$ cat src/rtl/mux_select_unit.sv
// Registered 2-way and 3-way operand selector with an undefined-code flag.
// Optional build macro MUX_ERR_STICKY_EN makes sel3_err sticky until reset.
module mux_select_unit #(
    parameter int N = 3
) (
    input  logic         clk,
    input  logic         rst_n,
    input  logic         in_valid,
    input  logic [N-1:0] x,
    input  logic [N-1:0] y,
    input  logic [N-1:0] z,
    input  logic         sel2,
    input  logic [1:0]   sel3,
    output logic [N-1:0] out2,
    output logic [N-1:0] out3,
    output logic         out_valid,
    output logic         sel3_err
);

    logic [N-1:0] sel2_val;
    logic [N-1:0] sel3_val;
    logic         sel3_bad;
    logic         sel3_err_next;

    assign sel2_val = sel2 ? y : x;

    always_comb begin
        // NOTE: default first so every path assigns sel3_val and no latch is inferred.
        sel3_val = '0;
        sel3_bad = 1'b0;
        unique case (sel3)
            2'b00:   sel3_val = x;
            2'b01:   sel3_val = y;
            2'b10:   sel3_val = z;
            default: sel3_bad = 1'b1;
        endcase
    end

`ifdef MUX_ERR_STICKY_EN
    assign sel3_err_next = sel3_err | sel3_bad;
`else
    assign sel3_err_next = sel3_bad;
`endif

    always_ff @(posedge clk or negedge rst_n) begin
        if (!rst_n) begin
            out2      <= '0;
            out3      <= '0;
            out_valid <= 1'b0;
            sel3_err  <= 1'b0;
        end else begin
            // NOTE: non-blocking so every flop samples pre-edge values.
            out_valid <= in_valid;
            if (in_valid) begin
                out2     <= sel2_val;
                out3     <= sel3_val;
                sel3_err <= sel3_err_next;
            end
        end
    end

endmodule

$ cat config.mk
export PLATFORM = sky130hd
export DESIGN_NAME = mux_select_unit
export DESIGN_NICKNAME = d
export VERILOG_FILES = /design/src/rtl/mux_select_unit.sv
export SDC_FILE = /design/constraint.sdc
export NUM_CORES = 1
export LEC_CHECK = 0
export BUFFER_PORTS_ARGS = -buffer_cell sky130_fd_sc_hd__buf_2
export CAP_MARGIN = 40
export CORE_AREA = 2 2 39 41
export DETAILED_ROUTE_END_ITERATION = 6
export DIE_AREA = 0 0 41 43
export GPL_TIMING_DRIVEN = 0
export PLACE_DENSITY = 0.63
export SLEW_MARGIN = 20
export SYNTH_ARGS = -nofsm -noshare
export SYNTH_HDL_FRONTEND = slang
export SYNTH_SLANG_ARGS = --single-unit
$ cat constraint.sdc
create_clock -name clk -period 0.8 [get_ports clk]
set_clock_uncertainty 0.15 [all_clocks]
set_input_delay 0.04 -clock clk [delete_from_list [all_inputs] [get_ports clk]]
set_output_delay 0.04 -clock clk [all_outputs]
set_load 0.1 [all_outputs]
==> results.py, run 1 <==
metrics = {
    "cells_and_area": {
        "final_area_um2": 805,
        "nets": 83,
        "regArea_um2": 230,
        "layout-drive-gt1-share_pct": 77.3,
        "final_util_pct": 58.1,
        "area.growth.synth_to_final_pct": 107,
        "antenna_cells": 0,
        "multi_input_area_um2": 195,
        "fin_cells": 82,
        "fillerInstances": 115,
    },
    "placed_design": {
        "port_buffers": 21,
        "place_area_um2": 544,
        "dp_hpwl_um": 689,
        "gp_congestion": 0.711,
        "placed_cells": 72,
        "place_ws_ps": -198,
    },
    "floorplanning": {
        "die_area_um2": 1760,
        "initial_core_util_pct": 28.1,
        "die_h_um": 43,
        "io_pins": 23,
        "die_w_um": 41,
        "core-area_um2": 1380,
        "row_count": 14,
    },
    "grt": {
        "grt_pass1_wl_um": 1560,
        "grtUsageMet2_pct": 17.5,
        "grt.busiest_layer": "met1",
        "first_global_vias": 341,
        "grt-ovfl-total": 0,
        "antenna_found_initial": 0,
        "track_usage_pct": 14.4,
        "grt_use_met3_pct": 4.71,
        "grtUsageMet1_pct": 18.6,
        "grt_start_max_net_pins": 11,
    },
    "synth": {
        "syn-num-nets": 50,
        "syn_area_um2": 389,
        "yosys.area.top_type_share_pct": 51.4,
        "ys_top_cells_by_area": "dfrtp_1, mux2i_1, nand4b_1, o221ai_1, a21oi_1",
        "synthCells": 35,
        "yosys.area.top_type": "dfrtp_1",
        "ys_seq_area_share_pct": 51.4,
        "synth_seq_cells": 8,
        "avgSynthCellArea_um2": 11.1,
        "synth_cell_type_count": 12,
        "yosysWarnings": 0,
    },
    "run": {
        "cap_violations": 0,
    },
    "timing": {
        "worstMarginPinSlew_ps": 207,
        "hold_violations": 8,
        "fin_ws_ps": -312,
        "relSlewSlack_pct": 85.8,
        "max_freq_mhz": 899,
        "finalCriticalPeriod_ps": 1110,
        "fin_setup_tns_ps": -3650,
        "drv_slew": 0,
        "final.period_utilization_pct": 139,
        "rsz0062_at_grt": "yes",
        "setup_viol": 15,
        "whs_ps": -167,
    },
    "clocking": {
        "root_buffer": "clkbuf_4",
        "hold_buffers": 2,
        "clkLatencyLatePin_ps": 250,
        "cts_sinks": 8,
        "clk_path_buf_depth": 2,
        "cts_buffers": 3,
        "htreeDepth": 1,
        "cts_tree": "built",
        "cts.clk_slew.worst_paths_ps": 50,
    },
    "setup_path": {
        "crit_chain": "buf_12",
        "critPathSlowestCell": "dfrtp_4",
        "crit_path_end_kind": "output pin",
        "cp_slowest_stage_delay_ps": 500,
        "critPathBufInv": 1,
        "path_delay_family": "flip-flops",
        "critPathLaunchType": "flip-flop",
        "cp_data_arrival_time_ps": 920,
        "critPathMaxFanout": 2,
        "path_class": "reg -> out",
        "cp.required_ps": 610,
    },
    "outcome": {
        "violations": "negative hold slack, negative setup slack",
        "outcome": "finished with violations",
    },
    "route": {
        "wire_per_inst_um": 12.8,
        "ant_nets": 0,
        "drt-total-wl_um": 1050,
        "viasPerCell": 4.76,
        "drtIter0Drc": 7,
        "drc": 0,
        "drt_first_pass_iters": 2,
        "num_vias": 390,
    },
    "power": {
        "ir_worst_vdd_mv": 0.758,
        "p_per_area_nw_per_um2": 1920,
        "leakagePower_nw": 0.353,
    },
    "worst_hold_path": {
        "min_path_type": "in -> reg",
    },
}
[path summary, 6_finish.rpt]
path	start	endpoint	slack [ps]	cells after the start
max	out2[2]	out2[2]	-310	1
min	in_valid	out_valid	-170	1
max reg2reg	out3[1]	out3[1]	-210	3
min reg2reg	out2[0]	out2[0]	470	2
max in group asynchronous	rst_n	out2[2]	300	2
min in group asynchronous	rst_n	out3[0]	10	2
[stage by stage]
stage / hold WS (ps) / total power [W]
floorplan: -406 / 0.000880
global placement: -260 / 0.000982
detailed placement: -252 / 0.000985
CTS: -90.9 / 0.00153
global route: -158 / 0.00162
finish: -167 / 0.00155
[synthesized netlist by cell type (all sizes together)]
cell type,count
inv,4
o21ai,1
nand3,1
nand4b,3
nand2b,1
mux2i,6
dfrtp,8
nor2,3
o221ai,3
buf,2
a21oi,3
[repair_timing]
| action | in CTS | in global routing |
|---|---|---|
| endpoints found under the hold margin | 16 | 8 |
| setup endpoints to repair | 15 | 16 |
| buffers inserted | 5 | 1 |
| gates resized for setup | 39 | 8 |
[layout make-up]
class                           instances  share of cell area (%)
Timing Repair Buffer                   28                    37.6
Sequential cell                         8                    28.6
Multi-Input combinational cell         21                    24.3
Clock buffer                            3                    2.80
Tap cell                               16                    2.49
Buffer                                  2                    2.33
Inverter                                4                    1.87
[kinds of logic (layout without fill, tap and decap cells)]
| logic type | Yosys count | in the layout | synth area share [%] |
|---|---|---|---|
| buffers and inverters | 6 | 37 | 8.68 |
| flip-flops | 8 | 8 | 51.4 |
| multiplexers | 6 | 6 | 15.4 |
| AO/OA/AOI/OAI | 7 | 7 | 11.9 |
| AND/OR/NAND/NOR | 8 | 8 | 12.5 |
[layout by cell type, fill, tap and decap left out, drive strengths merged]
cell / netlist / final
nor2: 3 / 3
nand4b: 3 / 3
dfrtp: 8 / 8
nand3: 1 / 1
dlygate4sd3: 0 / 1
o221ai: 3 / 3
a21oi: 3 / 3
o21ai: 1 / 1
clkbuf: 0 / 3
mux2i: 6 / 6
inv: 4 / 4
buf: 2 / 29
nand2b: 1 / 1
[flip-flops by register name, summed over array words and instances, names as in the netlist]
register and cells:
out2 3, out3 3, out_valid 1, sel3_err 1
[report_power, final]
part	total [W]	switching (W)	internal [W]
combinational	0.000718	0.000421	0.000297
clock	0.000306	0.000135	0.000171
sequential	0.000522	0.0000501	0.000471
total	0.00155	0.000606	0.000940
[metal layers]
layer  up-vias  part of all wire (%)  wire length [um]
met2        20                    46               483
met3         4                   6.8                72
met5         -                     0                 0
met1       176                    44               460
met4         0                   3.5                37
li1        190                     -                 -
(Power assumes the default switching activity.)
==> run 2: changes to the inputs <==
- clock period: 0.8 -> 1 ns (I/O delays scaled with it)
==> results.py, run 2 (synthesis results as in run 1) <==
metrics = {
    "setup_path": {
        "critPathSlowestCell": "dfrtp_4",
        "critPathMaxFanout": 2,
        "r2r_cells": 3,
        "cp.required_ps": 800,
        "path_delay_family": "flip-flops",
        "crit_start": "out3[1]",
        "crit_chain": "buf_12",
        "critPathBufInv": 1,
        "path_class": "reg -> out",
        "critPathLaunchType": "flip-flop",
        "reg2reg_to": "out3[2]",
        "cp_data_arrival_time_ps": 920,
        "crit_path_end_kind": "output pin",
        "cp_slowest_stage_delay_ps": 490,
        "r2r_slack_ps": -10,
        "reg2reg_from": "out3[2]",
    },
    "placed_design": {
        "place_ws_ps": -11.0,
        "port_buffers": 21,
        "dp_hpwl_um": 703,
        "gp_congestion": 0.817,
        "placed_cells": 72,
        "place_area_um2": 542,
    },
    "grt": {
        "grt_pass1_wl_um": 2090,
        "first_global_vias": 457,
        "grt-ovfl-total": 0,
        "grt_start_max_net_pins": 11,
        "track_usage_pct": 18.5,
        "antenna_found_initial": 0,
    },
    "timing": {
        "max_freq_mhz": 895,
        "final.period_utilization_pct": 112,
        "drv_slew": 0,
        "hold_violations": 2,
        "fin_ws_ps": -118,
        "rsz0062_at_grt": "yes",
        "worstMarginPinSlew_ps": 175,
        "whs_ps": -1.18,
        "relSlewSlack_pct": 88.0,
        "setup_viol": 11,
        "finalCriticalPeriod_ps": 1120,
    },
    "floorplanning": {
        "initial_core_util_pct": 28.1,
        "row_count": 14,
        "core-area_um2": 1380,
        "die_h_um": 43,
        "io_pins": 23,
        "die_area_um2": 1760,
        "die_w_um": 41,
    },
    "cells_and_area": {
        "area.growth.synth_to_final_pct": 123,
        "final_common_cell": "dlygate4sd3_1",
        "antenna_cells": 0,
        "final_area_um2": 867,
        "layout_common_cells": "dlygate4sd3_1, buf_2, dfrtp_4, buf_12, buf_6",
        "fin_cells": 88,
        "nets": 89,
        "top_regs": "out2: 3 flops, out3: 3 flops",
        "layout-drive-gt1-share_pct": 59.7,
    },
    "power": {
        "p_per_area_nw_per_um2": 1430,
        "switching_share_pct": 39.0,
        "total_power_w": 0.00124,
        "power_switching_w": 0.000485,
        "power_frac_seq_pct": 33.3,
        "p_clk_share_pct": 19.9,
        "leakagePower_nw": 0.385,
        "comb_power_share_pct": 46.8,
        "internal_power_w": 0.000757,
        "ir_worst_vdd_mv": 0.835,
    },
    "route": {
        "ant_nets": 0,
        "drt_first_pass_iters": 3,
        "num_vias": 419,
        "drt-total-wl_um": 1290,
        "wire_per_inst_um": 14.6,
        "drc": 0,
        "viasPerCell": 4.76,
        "drtIter0Drc": 11,
    },
    "clocking": {
        "htreeDepth": 1,
        "clkLatencyLatePin_ps": 240,
        "cts.clk_slew.worst_paths_ps": 60,
        "cts_buffers": 3,
        "clk_path_buf_depth": 2,
        "cts_sinks": 8,
        "root_buffer": "clkbuf_4",
        "cts_tree": "built",
    },
    "outcome": {
        "violations": "negative hold slack, negative setup slack",
        "outcome": "finished with violations",
    },
    "worst_hold_path": {
        "min_path_type": "in -> reg",
        "min_from": "x[2]",
        "hold_end": "out2[2]",
        "hold_depth": 3,
    },
    "run": {
        "cap_violations": 0,
    },
}
## run 2: cell types whose count changed in the layout (fill, tap and decap cells not counted), moves of 2 or more
| cell | delta |
|---|---|
| buf_2 | -4 |
| dlygate4sd3_1 | +10 |
| dlymetal6s4s_1 | +2 |
| mux2i_1 | -2 |
| mux2i_2 | +2 |
| nor2_1 | +2 |
## run 2: cell type report
type	count	area [um2]
clock buffer	3	22.5
timing repair buffer	34	377
sequential	8	228
tap	16	20.0
inverter	4	15.0
fill	117	517
multi-input combinational	21	186
buffer	2	18.8
## run 2: timing repair
item,CTS,global route
gates resized for setup,34,9
cloned,0,0
setup buffers,4,0
hold buffers,14,0
pin swaps,0,5
hold endpoints to repair,16,0
setup endpoints to repair,8,14
## run 2: worst register-to-register path: cells and delay by family (launching register included)
family                 cells  cell delay (ps)
DFF                        1              490
AOI/OAI and AO/OA          1               80
buffers and inverters      2              160
## run 2: per-stage QoR
stage          TNS (ps)  hold slack, ps  util, %
2_1_floorplan      -290            -396        -
3_3_place_gp      -26.1            -249     39.2
3_5_place_dp      -29.5            -241     39.2
4_1_cts            -875            3.82     62.6
5_1_grt           -1060            16.5     62.7
6_report           -815           -1.18     62.7
## run 2: how the worst max path moves through the flow
stage          cells past startpoint  slack [ps]       end
6_report                           1        -120   out3[1]
2_1_floorplan                      2         -70   out3[1]
3_3_place_gp                       1          -9  sel3_err
3_5_place_dp                       1         -10  sel3_err
5_1_grt                            1        -140   out3[2]
4_1_cts                            1        -120  sel3_err
## run 2: power by group through the flow
stage	registers, W	logic [W]	clock network [W]
after floorplan	0.000640	0.0000616	0
after global placement	0.000397	0.000386	0
after detailed placement	0.000397	0.000388	0
after CTS	0.000410	0.000569	0.000257
after global routing	0.000417	0.000607	0.000268
final	0.000413	0.000582	0.000247
## run 2: metal layers
layer / track usage, % / routed length (um)
met4: 10.0 / 41
met1: 21.1 / 517
met5: 0 / 0
met3: 3.66 / 59
met2: 30.3 / 667
